--- config.mk ---
export PLATFORM = sky130hd
export DESIGN_NAME = if_stage1_flat
export DESIGN_NICKNAME = d
export VERILOG_FILES = /design/src/rtl/if_stage1_pkg.sv /design/src/rtl/if_stage1_if.sv /design/src/rtl/if_stage1_fetch_fifo.sv /design/src/rtl/if_stage1.sv /design/src/flat_wrapper.sv
export SDC_FILE = /design/constraint.sdc
export NUM_CORES = 1
export LEC_CHECK = 0
export BUFFER_PORTS_ARGS = -buffer_cell sky130_fd_sc_hd__buf_2
export CAP_MARGIN = 20
export CORE_ASPECT_RATIO = 1.1
export CORE_MARGIN = 3
export CORE_UTILIZATION = 50
export DETAILED_ROUTE_END_ITERATION = 6
export PLACE_DENSITY = 0.76
export SLEW_MARGIN = 20
export SYNTH_ARGS = -nofsm -noshare
export SYNTH_HDL_FRONTEND = slang
export SYNTH_HIERARCHICAL = 1
export SYNTH_SLANG_ARGS = --single-unit
--- constraint.sdc ---
create_clock -name clk -period 14.5 [get_ports clk]
set_input_delay 2.9 -clock clk [delete_from_list [all_inputs] [get_ports clk]]
set_output_delay 2.9 -clock clk [all_outputs]
set_load 0.02 [all_outputs]
--- src/rtl/if_stage1_pkg.sv ---
// Shared bus widths and record layouts for the IF1 fetch stage.
// Field order matches the {pc_valid, pc_is_jump, pc, rdata} packing used by IF0 and IF2.
package if_stage1_pkg;

    localparam int IF0_TO_IF1_BUS_WD = 40;
    localparam int IF1_TO_IF2_BUS_WD = 168;
    localparam int FETCH_DATA_WD     = 128;

    typedef struct packed {
        logic [3:0]  pc_valid;
        logic [3:0]  pc_is_jump;
        logic [31:0] pc;
    } if0_req_t;

    typedef struct packed {
        if0_req_t                 req;
        logic [FETCH_DATA_WD-1:0] rdata;
    } fetch_group_t;

    function automatic fetch_group_t make_group(input if0_req_t req,
                                                input logic [FETCH_DATA_WD-1:0] rdata);
        fetch_group_t grp;
        grp.req   = req;
        grp.rdata = rdata;
        return grp;
    endfunction

endpackage

--- src/rtl/if_stage1_if.sv ---
// Handshake bundle between IF0, the icache response path, IF1 and IF2.
// The slave view belongs to if_stage1; the master view to whatever drives it.
interface if_stage1_if;
    import if_stage1_pkg::*;

    logic                         flush_IF;
    logic [IF0_TO_IF1_BUS_WD-1:0] if0_if1_bus;
    logic                         IF0_valid;
    logic                         IF1_ready;
    logic                         addr_ok;
    logic [FETCH_DATA_WD-1:0]     rdata;
    logic                         data_ok;
    logic [IF1_TO_IF2_BUS_WD-1:0] if1_if2_bus;
    logic                         IF1_valid;
    logic                         IF2_ready;

    modport slave (
        input  flush_IF, if0_if1_bus, IF0_valid, addr_ok, rdata, data_ok, IF2_ready,
        output IF1_ready, if1_if2_bus, IF1_valid
    );

    modport master (
        output flush_IF, if0_if1_bus, IF0_valid, addr_ok, rdata, data_ok, IF2_ready,
        input  IF1_ready, if1_if2_bus, IF1_valid
    );

endinterface

--- src/rtl/if_stage1_fetch_fifo.sv ---
// Small circular FIFO used for both the fetch metadata queue and the result buffer.
// A clear drops every entry at once and takes priority over push and pop.
module fetch_fifo #(
    parameter int WIDTH = 8,
    parameter int DEPTH = 2
) (
    input  logic                           clk,
    input  logic                           rst_n,
    input  logic                           clear_i,
    input  logic                           push_i,
    input  logic [WIDTH-1:0]               data_i,
    input  logic                           pop_i,
    output logic [WIDTH-1:0]               data_o,
    output logic                           full_o,
    output logic                           empty_o,
    output logic [$clog2(DEPTH+1)-1:0]     count_o
);

    localparam int PTR_W = (DEPTH > 1) ? $clog2(DEPTH) : 1;
    localparam int CNT_W = $clog2(DEPTH + 1);

    logic [WIDTH-1:0] mem_q [DEPTH];
    logic [PTR_W-1:0] wr_ptr_q, wr_ptr_d, rd_ptr_q, rd_ptr_d;
    logic [CNT_W-1:0] count_q, count_d;
    logic             do_push, do_pop;

    function automatic logic [PTR_W-1:0] next_ptr(input logic [PTR_W-1:0] ptr);
        return (ptr == PTR_W'(DEPTH - 1)) ? '0 : ptr + PTR_W'(1);
    endfunction

    assign full_o  = (count_q == CNT_W'(DEPTH));
    assign empty_o = (count_q == '0);
    assign count_o = count_q;
    assign data_o  = mem_q[rd_ptr_q];

    // A push into a full buffer is only legal when the head leaves in the same cycle.
    assign do_push = push_i && (!full_o || pop_i);
    assign do_pop  = pop_i && !empty_o;

    always_comb begin
        wr_ptr_d = wr_ptr_q;
        rd_ptr_d = rd_ptr_q;
        count_d  = count_q;
        if (clear_i) begin
            wr_ptr_d = '0;
            rd_ptr_d = '0;
            count_d  = '0;
        end else begin
            if (do_push) wr_ptr_d = next_ptr(wr_ptr_q);
            if (do_pop)  rd_ptr_d = next_ptr(rd_ptr_q);
            if (do_push && !do_pop)      count_d = count_q + CNT_W'(1);
            else if (do_pop && !do_push) count_d = count_q - CNT_W'(1);
        end
    end

    always_ff @(posedge clk or negedge rst_n) begin
        if (!rst_n) begin
            wr_ptr_q <= '0;
            rd_ptr_q <= '0;
            count_q  <= '0;
        end else begin
            wr_ptr_q <= wr_ptr_d;
            rd_ptr_q <= rd_ptr_d;
            count_q  <= count_d;
        end
    end

    always_ff @(posedge clk) begin
        if (do_push && !clear_i) mem_q[wr_ptr_q] <= data_i;
    end

endmodule

--- src/rtl/if_stage1.sv ---
// IF1 fetch stage: limits outstanding icache requests, pairs returning data with its pc
// metadata, buffers finished fetch groups for IF2 and discards responses orphaned by a flush.
module if_stage1
    import if_stage1_pkg::*;
#(
    parameter int FIFO_DEPTH = 2
) (
    input  logic        clk,
    input  logic        rst_n,
    if_stage1_if.slave  fetch_if
);

    localparam int CW = $clog2(FIFO_DEPTH + 1);
    localparam int OW = CW + 2;

    logic          issue_d_q, issue_d_d;
    logic [CW-1:0] inflight_q, inflight_d;
    logic [CW-1:0] discard_q, discard_d;

    logic [CW-1:0] meta_count, res_count;
    logic          meta_full, meta_empty, res_full, res_empty;
    logic [OW-1:0] occupancy, pending;
    logic          ready, issue, flush;
    logic          resp_live, resp_drop, resp_deliver;
    logic          meta_capture, meta_push, meta_pop, bypass;
    logic          res_pop;
    if0_req_t      meta_head, pair_req;
    fetch_group_t  res_in, res_head;
    logic          unused_fifo_status;

    assign flush     = fetch_if.flush_IF;
    assign pending   = OW'(inflight_q) + OW'(discard_q);
    assign occupancy = pending + OW'(res_count);

    // Every slot is reserved at issue time, so the result buffer can never overflow.
    assign ready = (occupancy < OW'(FIFO_DEPTH));
    assign issue = ready && fetch_if.addr_ok;

    assign resp_live    = fetch_if.data_ok && !flush;
    assign resp_drop    = resp_live && (discard_q != '0);
    assign resp_deliver = resp_live && (discard_q == '0) && (inflight_q != '0);

    assign meta_capture = issue_d_q && fetch_if.IF0_valid && !flush;
    assign bypass       = resp_deliver && meta_capture && meta_empty;
    assign meta_push    = meta_capture && !bypass;
    assign meta_pop     = resp_deliver && !meta_empty;

    assign pair_req = bypass ? if0_req_t'(fetch_if.if0_if1_bus) : meta_head;
    assign res_in   = make_group(pair_req, fetch_if.rdata);
    assign res_pop  = !res_empty && fetch_if.IF2_ready;

    assign fetch_if.IF1_ready   = ready;
    assign fetch_if.IF1_valid   = !res_empty;
    assign fetch_if.if1_if2_bus = res_empty ? '0 : res_head;

    assign unused_fifo_status = ^{meta_full, meta_count, res_full};

    // A flush turns everything still owed by the cache into responses to be thrown away.
    always_comb begin
        inflight_d = inflight_q;
        discard_d  = discard_q;
        issue_d_d  = issue;
        if (flush) begin
            inflight_d = '0;
            discard_d  = CW'(pending + OW'(issue) - OW'(fetch_if.data_ok && (pending != '0)));
        end else begin
            if (issue)        inflight_d = inflight_d + CW'(1);
            if (resp_deliver) inflight_d = inflight_d - CW'(1);
            if (resp_drop)    discard_d  = discard_q - CW'(1);
        end
    end

    always_ff @(posedge clk or negedge rst_n) begin
        if (!rst_n) begin
            issue_d_q  <= 1'b0;
            inflight_q <= '0;
            discard_q  <= '0;
        end else begin
            issue_d_q  <= issue_d_d;
            inflight_q <= inflight_d;
            discard_q  <= discard_d;
        end
    end

    fetch_fifo #(
        .WIDTH ($bits(if0_req_t)),
        .DEPTH (FIFO_DEPTH)
    ) u_meta_fifo (
        .clk     (clk),
        .rst_n   (rst_n),
        .clear_i (flush),
        .push_i  (meta_push),
        .data_i  (fetch_if.if0_if1_bus),
        .pop_i   (meta_pop),
        .data_o  (meta_head),
        .full_o  (meta_full),
        .empty_o (meta_empty),
        .count_o (meta_count)
    );

    fetch_fifo #(
        .WIDTH ($bits(fetch_group_t)),
        .DEPTH (FIFO_DEPTH)
    ) u_result_fifo (
        .clk     (clk),
        .rst_n   (rst_n),
        .clear_i (flush),
        .push_i  (resp_deliver),
        .data_i  (res_in),
        .pop_i   (res_pop),
        .data_o  (res_head),
        .full_o  (res_full),
        .empty_o (res_empty),
        .count_o (res_count)
    );

endmodule

--- src/flat_wrapper.sv ---
// flat-port wrapper written by rule: the top's interface ports become plain ports
module if_stage1_flat import if_stage1_pkg::*;
#(
    parameter int FIFO_DEPTH = 2
)
  (clk, rst_n, fetch_if_flush_IF, fetch_if_if0_if1_bus, fetch_if_IF0_valid, fetch_if_addr_ok, fetch_if_rdata, fetch_if_data_ok, fetch_if_IF2_ready, fetch_if_IF1_ready, fetch_if_if1_if2_bus, fetch_if_IF1_valid);
  if_stage1_if fetch_if_i ();
  input  logic clk;
  input  logic rst_n;
  input wire logic [$bits(fetch_if_i.flush_IF)-1:0] fetch_if_flush_IF;
  input wire logic [$bits(fetch_if_i.if0_if1_bus)-1:0] fetch_if_if0_if1_bus;
  input wire logic [$bits(fetch_if_i.IF0_valid)-1:0] fetch_if_IF0_valid;
  input wire logic [$bits(fetch_if_i.addr_ok)-1:0] fetch_if_addr_ok;
  input wire logic [$bits(fetch_if_i.rdata)-1:0] fetch_if_rdata;
  input wire logic [$bits(fetch_if_i.data_ok)-1:0] fetch_if_data_ok;
  input wire logic [$bits(fetch_if_i.IF2_ready)-1:0] fetch_if_IF2_ready;
  output wire logic [$bits(fetch_if_i.IF1_ready)-1:0] fetch_if_IF1_ready;
  output wire logic [$bits(fetch_if_i.if1_if2_bus)-1:0] fetch_if_if1_if2_bus;
  output wire logic [$bits(fetch_if_i.IF1_valid)-1:0] fetch_if_IF1_valid;
  assign fetch_if_i.flush_IF = fetch_if_flush_IF;
  assign fetch_if_i.if0_if1_bus = fetch_if_if0_if1_bus;
  assign fetch_if_i.IF0_valid = fetch_if_IF0_valid;
  assign fetch_if_i.addr_ok = fetch_if_addr_ok;
  assign fetch_if_i.rdata = fetch_if_rdata;
  assign fetch_if_i.data_ok = fetch_if_data_ok;
  assign fetch_if_i.IF2_ready = fetch_if_IF2_ready;
  assign fetch_if_IF1_ready = fetch_if_i.IF1_ready;
  assign fetch_if_if1_if2_bus = fetch_if_i.if1_if2_bus;
  assign fetch_if_IF1_valid = fetch_if_i.IF1_valid;
  if_stage1 #(.FIFO_DEPTH(FIFO_DEPTH)) u_core (.clk(clk), .rst_n(rst_n), .fetch_if(fetch_if_i));
endmodule
==> results.cfg, run 1 <==
[run_status]
outcome = finished clean

[worst_setup_path]
endpoint_kind = flip-flop
cp-start-kind = primary input
cp.arrival_ps = 6140
cp_max_fo = 50
crit_type = primary input to flip-flop
critPathRequiredTime_ps = 14660

[placement]
numPortBuffers = 344
place_hpwl_um = 22800
gp_congestion = 0.751

[timing]
relSlewSlack_pct = 27.0
max_freq_mhz = 167
min_period_ps = 5980
finalSetupTns_ps = 0
fin_crit_sh_pct = 41.2
slew_viol_final = 0
rsz0062_at_grt = false
setup_viol = 0
tightest_slew_ps = 1090
final-hold-violation-count = 0
finClkSkew_ps = 11.2
hold_ws_ps = 651

[global_route]
grtUsageTotal_pct = 18.2
grt_pass1_wl_um = 53700
grt.overflow.total = 0
busiest_layer = met2
use_met3_pct = 6.21
use_met1_pct = 22.6
antenna_found_initial = 10
grt_max_degree = 99
grt_pass1_vias = 9818
met2_usage_pct = 30.9

[die]
fp.coreArea_um2 = 34600
die_height_um = 204
die_area_um2 = 37800
die_w_um = 186
io_pins = 345
start_util_pct = 51.3
rows = 71

[clock_tree]
post_cts_buffers = 0
cts_tree = yes
htree_levels = 2
postCtsHoldBufs = 0
clk_path_buf_depth = 3
cts_buffers = 44
root_buffer = clkbuf_16
clock_latency_ps = 530
clk_pin_slew_ps = 50
cts.repair.resized = 0
cts_sinks = 429

[drt]
vias = 9506
drc = 0
antenna_left = 0
dr.pass1.iters = 4
vias_per_cell = 5.23
wl_per_cell_um = 19.6
drtIter0Drc = 592
drt-total-wl_um = 35700

[yosys]
postSynthNetCount = 1172
synthCells = 989
yosysWarnings = 6
syn_area_per_cell_um2 = 17.9
netlist_area_um2 = 17700

[finish]
area_growth_pct = 19.5
fillCellCount = 2582
fin_nets = 1526
drive_gt1_share_pct = 46.0
final_util_pct = 61.3

[flow_run]
cap_violations = 0

[power]
leakage_nw = 7.77
p_per_area_nw_per_um2 = 129
finalPower_mw = 2.73
irDropWorstVdd_uv = 104

[worst_hold_path]
worstHoldPathType = flip-flop to flip-flop
[final cells by class]
cell class / count / area [um2] / share of cell area, %
flip-flops and latches: 429 / 12800 / 60.5
multi-input cells: 501 / 4600 / 21.7
repair buffers: 357 / 1820 / 8.58
clock buffers: 55 / 1180 / 5.59
well taps: 438 / 548 / 2.58
clock inverters: 23 / 176 / 0.832
inverters: 10 / 40.0 / 0.189
diodes: 3 / 7.51 / 0.0354
[registers in the layout (all words and copies together) (netlist names), 2 cells and up]
name                          count
u_core/u_result_fifo/mem_q      336
u_core/u_meta_fifo/mem_q         80
u_core/discard_q                  2
u_core/inflight_q                 2
u_core/u_meta_fifo/count_o        2
u_core/u_result_fifo/count_o      2
[where the power goes]
part | internal (mW) | leakage [nW] | switching [mW]
logic | 0.111 | 3.19 | 0.164
registers | 1.39 | 3.91 | 0.0111
clock network | 0.614 | 0.664 | 0.436
total | 2.12 | 7.77 | 0.611
[stage by stage]
step                      setup slack (ps)  instances  cell area (um2)
after floorplan                       3810        989            17800
final                                 8520       1816            21200
after CTS                             8470       1813            21200
after global routing                  8250       1815            21200
after global placement                7970       1735            19800
after detailed placement              7900       1735            19800
[worst max-delay path, cell delays in order]
cell	delay, ps
buf_2	270
and4bb_1	560
inv_1	150
a21o_1	260
nor3b_4	840
buf_4	460
buf_4	650
[layer usage]
layer | vias up | share of wire (%)
met5 | - | 0.26
met3 | 64 | 9.3
li1 | 4421 | -
met2 | 328 | 49
met1 | 4679 | 39
met4 | 14 | 1.8
[path summary, 6_finish.rpt]
path                            depth (start not counted)                            endpoint                            start  slack [ps]
worst min register to register                          1       u_core/u_meta_fifo/count_o[0]    u_core/u_meta_fifo/count_o[0]         650
min in group asynchronous                               1     u_core/u_result_fifo/count_o[1]                            rst_n        2260
worst max-delay path                                    7  u_core/u_result_fifo/mem_q[1][135]                fetch_if_flush_IF        8520
max in group asynchronous                               1       u_core/u_result_fifo/rd_ptr_q                            rst_n       11980
worst min-delay path                                    1       u_core/u_meta_fifo/count_o[0]    u_core/u_meta_fifo/count_o[0]         650
worst max register to register                          8  u_core/u_result_fifo/mem_q[1][135]  u_core/u_result_fifo/count_o[0]       10440
[cell usage in the layout (no fill, tap or decap), types with 12 or more instances in the layout]
cell	instances
buf_2	344
buf_4	13
clkbuf_16	46
clkinv_1	13
edfxtp_1	416
mux2_1	52
mux2_2	187
mux2_4	12
nor2b_1	172
(Power assumes the default switching activity.)
==> run 2: changes to the inputs <==
--- a/config.mk
+++ b/config.mk
@@ -5,13 +5,14 @@
 export SDC_FILE = /design/constraint.sdc
 export NUM_CORES = 1
 export LEC_CHECK = 0
+export ABC_AREA = 1
 export BUFFER_PORTS_ARGS = -buffer_cell sky130_fd_sc_hd__buf_2
 export CAP_MARGIN = 20
 export CORE_ASPECT_RATIO = 1.1
 export CORE_MARGIN = 3
-export CORE_UTILIZATION = 50
+export CORE_UTILIZATION = 56
 export DETAILED_ROUTE_END_ITERATION = 6
-export PLACE_DENSITY = 0.76
+export PLACE_DENSITY = 0.81
 export SLEW_MARGIN = 20
 export SYNTH_ARGS = -nofsm -noshare
 export SYNTH_HDL_FRONTEND = slang
==> constraint.sdc (replaced) <==
create_clock -name clk -period 5.9 [get_ports clk]
set_input_delay 1.18 -clock clk [delete_from_list [all_inputs] [get_ports clk]]
set_output_delay 1.18 -clock clk [all_outputs]
set_load 0.02 [all_outputs]
==> run 2 against run 1 <==
Against the previous run:
- area after synthesis rose by 2.4%
- sequential cell count did not move
- global-route usage rose by 4.3 points
- sequential share of layout area fell by 0.76 points
- highest routed layer unchanged
- critical path type is now flip-flop to primary output
- first-iteration DRC count rose by 80%
- count of clock-buffer cells in the layout fell by 3
- largest cell class unchanged
==> results.cfg, run 2 <==
[die]
die_area_um2 = 34600
die_height_um = 195
io_pins = 345
fp.coreArea_um2 = 31700
die_w_um = 178
rows = 68
start_util_pct = 57.4

[placement]
place_hpwl_um = 26100
dp_slack_ps = 2120
dp.cells = 2343
gp_congestion = 0.814
numPortBuffers = 344

[worst_setup_path]
crit_chain = ha_1 > fa_1 > fa_1 > nor2_1 > and2_1 > buf_2
cp.arrival_ps = 2800
critical_path.top_delay_family = adder cells
cp-start-kind = flip-flop
slowest_stage = fa_1
critPathLaunch = u_core/inflight_q[0]
crit_cells = 6
cp_max_fo = 5
path_common_cell = fa_1
r2r_end = u_core/discard_q[1]
endpoint_kind = primary output
crit_type = flip-flop to primary output
crit_buf_inv = 1
rrSetupSlack_ps = 2650
r2r_cells = 12
endpoint = fetch_if_IF1_ready
max_stage_delay_ps = 610
regToRegStartpoint = u_core/inflight_q[0]
critPathRequiredTime_ps = 4720

[power]
irDropWorstVdd_uv = 381
leakage_nw = 9.92
p_per_area_nw_per_um2 = 312

[finish]
fin_nets = 2150
final_util_pct = 67.8
layout_commonest_cell = nand2_1
top_regs = u_core/u_result_fifo/mem_q (336), u_core/u_meta_fifo/mem_q (80)
largest_reg_flops = 336
fillCellCount = 2257
layout.cells.most_common_list = nand2_1, edfxtp_1, buf_2
top_register = u_core/u_result_fifo/mem_q
stdcell_count = 2427
drive_gt1_share_pct = 24.2
area_growth_pct = 18.2

[run_status]
outcome = finished clean

[global_route]
antenna_found_initial = 16
grt_pass1_wl_um = 61400
grt.overflow.total = 0
grtUsageTotal_pct = 22.5
grt_max_degree = 116
grt_pass1_vias = 11900

[drt]
drt-total-wl_um = 40100
antenna_left = 0
vias = 12200
drtIter0Drc = 1068
wl_per_cell_um = 16.5
drc = 0
vias_per_cell = 5.01
dr.pass1.iters = 5

[timing]
rsz0062_at_grt = false
max_freq_mhz = 251
finalSetupTns_ps = 0
setup_ws_ps = 1920
fin_crit_sh_pct = 67.4
finClkSkew_ps = 10.8
final-hold-violation-count = 0
min_period_ps = 3980
tightest_slew_ps = 1070
relSlewSlack_pct = 29.0
setup_viol = 0
slew_viol_final = 0

[clock_tree]
post_cts_buffers = 0
clk_path_buf_depth = 3
cts_buffers = 42
clk_pin_slew_ps = 60
root_buffer = clkbuf_16
cts.repair.resized = 0
clock_latency_ps = 530
cts_tree = yes
htree_levels = 2
postCtsHoldBufs = 0
cts_sinks = 429

[yosys]
synthCells = 1633
yosysWarnings = 6
netlist_area_um2 = 18200
postSynthNetCount = 1816
syn_area_per_cell_um2 = 11.1

[flow_run]
cap_violations = 0

[worst_hold_path]
worstHoldPathType = primary input to async pin
[run 2: worst min path at each step]
stage	start	to	slack, ps	cells after the start
2_1_floorplan	u_core/u_meta_fifo/wr_ptr_q	u_core/u_meta_fifo/wr_ptr_q	460	1
3_3_place_gp	u_core/u_meta_fifo/wr_ptr_q	u_core/u_meta_fifo/wr_ptr_q	530	1
3_5_place_dp	u_core/u_meta_fifo/count_o[1]	u_core/u_meta_fifo/count_o[1]	550	2
4_1_cts	rst_n	u_core/inflight_q[0]	540	1
5_1_grt	rst_n	u_core/u_meta_fifo/count_o[1]	540	1
6_report	rst_n	u_core/u_meta_fifo/count_o[1]	540	1
[run 2: worst reg2reg max path: stages (launching register included)]
cell	delay, ps
dfrtp_1	400
ha_1	230
fa_1	610
fa_1	460
nor2_1	250
nand3_1	210
ha_1	330
inv_1	40
ha_1	190
xor2_1	190
a21oi_1	80
o21ai_0	70
nand2_1	80
[run 2: routing by layer]
| layer | track usage (%) | wire length, um | up-vias |
|---|---|---|---|
| li1 | - | - | 5873 |
| met1 | 27.3 | 14900 | 5713 |
| met2 | 39.3 | 20400 | 483 |
| met3 | 5.90 | 3660 | 79 |
| met4 | 6.90 | 1020 | 16 |
| met5 | 0 | 114 | - |
[run 2: layout make-up]
class | instances | area (um2) | area share [%]
multi-input cells | 935 | 4200 | 19.5
repair buffers | 359 | 1850 | 8.60
diodes | 10 | 25.0 | 0.117
clock inverters | 22 | 184 | 0.857
inverters | 200 | 761 | 3.54
flip-flops and latches | 429 | 12800 | 59.7
clock buffers | 52 | 1110 | 5.17
well taps | 420 | 526 | 2.45
[run 2: stage by stage]
step	power, mW	hold slack [ps]	instance area [um2]
2_1_floorplan	3.96	458	18200
3_3_place_gp	4.20	531	20200
3_5_place_dp	4.25	546	20200
4_1_cts	6.75	535	21400
5_1_grt	6.95	543	21500
6_report	6.70	539	21500
[run 2: where the power goes]
part | total (mW) | internal [mW] | switching [mW]
clock network | 2.52 | 1.46 | 1.06
registers | 3.43 | 3.40 | 0.0257
logic | 0.755 | 0.254 | 0.501
==> run 3: changes to the inputs <==
--- a/config.mk
+++ b/config.mk
@@ -5,14 +5,14 @@
 export SDC_FILE = /design/constraint.sdc
 export NUM_CORES = 1
 export LEC_CHECK = 0
-export ABC_AREA = 1
+export ABC_AREA = 0
 export BUFFER_PORTS_ARGS = -buffer_cell sky130_fd_sc_hd__buf_2
 export CAP_MARGIN = 20
 export CORE_ASPECT_RATIO = 1.1
 export CORE_MARGIN = 3
-export CORE_UTILIZATION = 56
+export CORE_UTILIZATION = 55
 export DETAILED_ROUTE_END_ITERATION = 6
-export PLACE_DENSITY = 0.81
+export PLACE_DENSITY = 0.8
 export SLEW_MARGIN = 20
 export SYNTH_ARGS = -nofsm -noshare
 export SYNTH_HDL_FRONTEND = slang
==> constraint.sdc (replaced) <==
create_clock -name clk -period 4.1 [get_ports clk]
set_input_delay 0.82 -clock clk [delete_from_list [all_inputs] [get_ports clk]]
set_output_delay 0.82 -clock clk [all_outputs]
set_load 0.02 [all_outputs]
==> run 3 against run 2 <==
Against the previous run:
- clock power rose by 52%
- first-iteration DRC count decreased by 33%
- sequential power is 45% higher
- combinational power grew 34%
- sequential cell count did not move
- core utilization decreased by 0.11 points
- wire length is 8.8% lower
- worst hold slack got worse by 350 ps
- sequential share of layout area is 0.26 points higher
- highest routed layer unchanged
==> results.cfg, run 3 (synthesized netlist as in run 1, its figures left out) <==
[worst_setup_path]
regToRegStartpoint = u_core/inflight_q[0]
max_stage_delay_ps = 590
slowest_stage = fa_1
critPathLaunch = u_core/inflight_q[0]
path_common_cell = fa_1
crit_chain = ha_1 > fa_1 > fa_1 > a41oi_2 > o21a_1 > buf_2
crit_buf_inv = 1
cp-start-kind = flip-flop
crit_cells = 6
critical_path.top_delay_family = adder cells
r2r_end = u_core/discard_q[1]
endpoint = fetch_if_IF1_ready
r2r_cells = 12
critPathRequiredTime_ps = 3280
cp_max_fo = 4
cp.arrival_ps = 2780
endpoint_kind = primary output
crit_type = flip-flop to primary output
rrSetupSlack_ps = 820

[timing]
relSlewSlack_pct = 42.2
finClkSkew_ps = 10.6
rsz0062_at_grt = false
setup_viol = 0
min_period_ps = 3600
max_freq_mhz = 277
final-hold-violation-count = 0
tightest_slew_ps = 867
hold_ws_ps = 194
fin_crit_sh_pct = 87.9
slew_viol_final = 0

[finish]
top_register = u_core/u_result_fifo/mem_q
ff_latch_area_um2 = 12800
drive_gt1_share_pct = 46.9
fin_nets = 1529
multi_input_area_um2 = 4620
layout_commonest_cell = edfxtp_1
largest_reg_flops = 336
fillCellCount = 2098
layout.cells.most_common_list = edfxtp_1, buf_2, mux2_2
top_regs = u_core/u_result_fifo/mem_q (336), u_core/u_meta_fifo/mem_q (80)
area_growth_pct = 20.5

[drt]
vias = 9601
drtIter0Drc = 714
drt-total-wl_um = 36600
vias_per_cell = 5.33
drc = 0
antenna_left = 0
dr.pass1.iters = 5
wl_per_cell_um = 20.3

[die]
start_util_pct = 56.2
fp.coreArea_um2 = 31600
die_area_um2 = 34500
io_pins = 345
rows = 68
die_height_um = 194
die_w_um = 177

[placement]
numPortBuffers = 344
gp_congestion = 0.762
place_hpwl_um = 23200

[clock_tree]
cts_sinks = 429
htree_levels = 2
clk_pin_slew_ps = 60
post_cts_buffers = 0
clk_path_buf_depth = 3
cts_tree = yes
cts.repair.resized = 0
cts_buffers = 43
root_buffer = clkbuf_16
postCtsHoldBufs = 0
clock_latency_ps = 520

[global_route]
grt_max_degree = 171
grt.overflow.total = 0
grtUsageTotal_pct = 20.7
antenna_found_initial = 13
grt_pass1_vias = 10000
grt_pass1_wl_um = 56000

[power]
p_per_area_nw_per_um2 = 458
irDropWorstVdd_uv = 456
leakage_nw = 7.86
finalPower_mw = 9.80

[flow_run]
cap_violations = 0

[worst_hold_path]
worstHoldPathType = primary input to async pin

[run_status]
outcome = finished clean
[run 3: cell types whose count changed in the layout (fill, tap and decap cells not counted), sizes merged, moves of 7 or more]
cell and delta:
nand3 -11, nor2b +174, inv -192, diode -7, mux2 +211, nor2 -168
nand2 -666
[run 3: metal layers]
layer	vias up	track usage, %	wire [um]
li1	4427	-	-
met1	4733	26.1	14000
met2	361	35.0	18000
met3	62	7.07	3890
met4	18	4.22	597
met5	-	0	121
[run 3: power by group]
group | internal (mW) | switching (mW)
clock network | 2.28 | 1.55
registers | 4.92 | 0.0406
logic | 0.407 | 0.599
[run 3: cell type report]
type                       instances  area share [%]
antenna                            3          0.0351
clock buffer                      51            5.47
clock inverter                    26            1.11
inverter                          10           0.199
multi-input combinational        501            21.6
sequential                       429            60.0
tap                              420            2.46
timing repair buffer             361            9.12
[run 3: worst min-delay path by stage]
stage	slack [ps]	cells after the start	from	endpoint
global placement	600	2	u_core/discard_q[1]	u_core/discard_q[1]
floorplan	520	0	rst_n	u_core/discard_q[0]
global route	190	1	rst_n	u_core/u_result_fifo/count_o[0]
finish	190	1	rst_n	u_core/u_meta_fifo/wr_ptr_q
detailed placement	620	2	u_core/discard_q[1]	u_core/discard_q[1]
CTS	170	1	rst_n	u_core/u_meta_fifo/rd_ptr_q
[run 3: per-stage QoR]
step / util, % / setup slack, ps / std cells / area, um2 / TNS, ps
after floorplan: - / -2020 / 989 / 17800 / -634300
after global placement: 63.2 / 850 / 1721 / 20000 / 0
after detailed placement: 63.2 / 821 / 1721 / 20000 / 0
after CTS: 67.7 / 463 / 1798 / 21400 / 0
after global routing: 67.7 / 345 / 1800 / 21400 / 0
final: 67.7 / 495 / 1801 / 21400 / 0
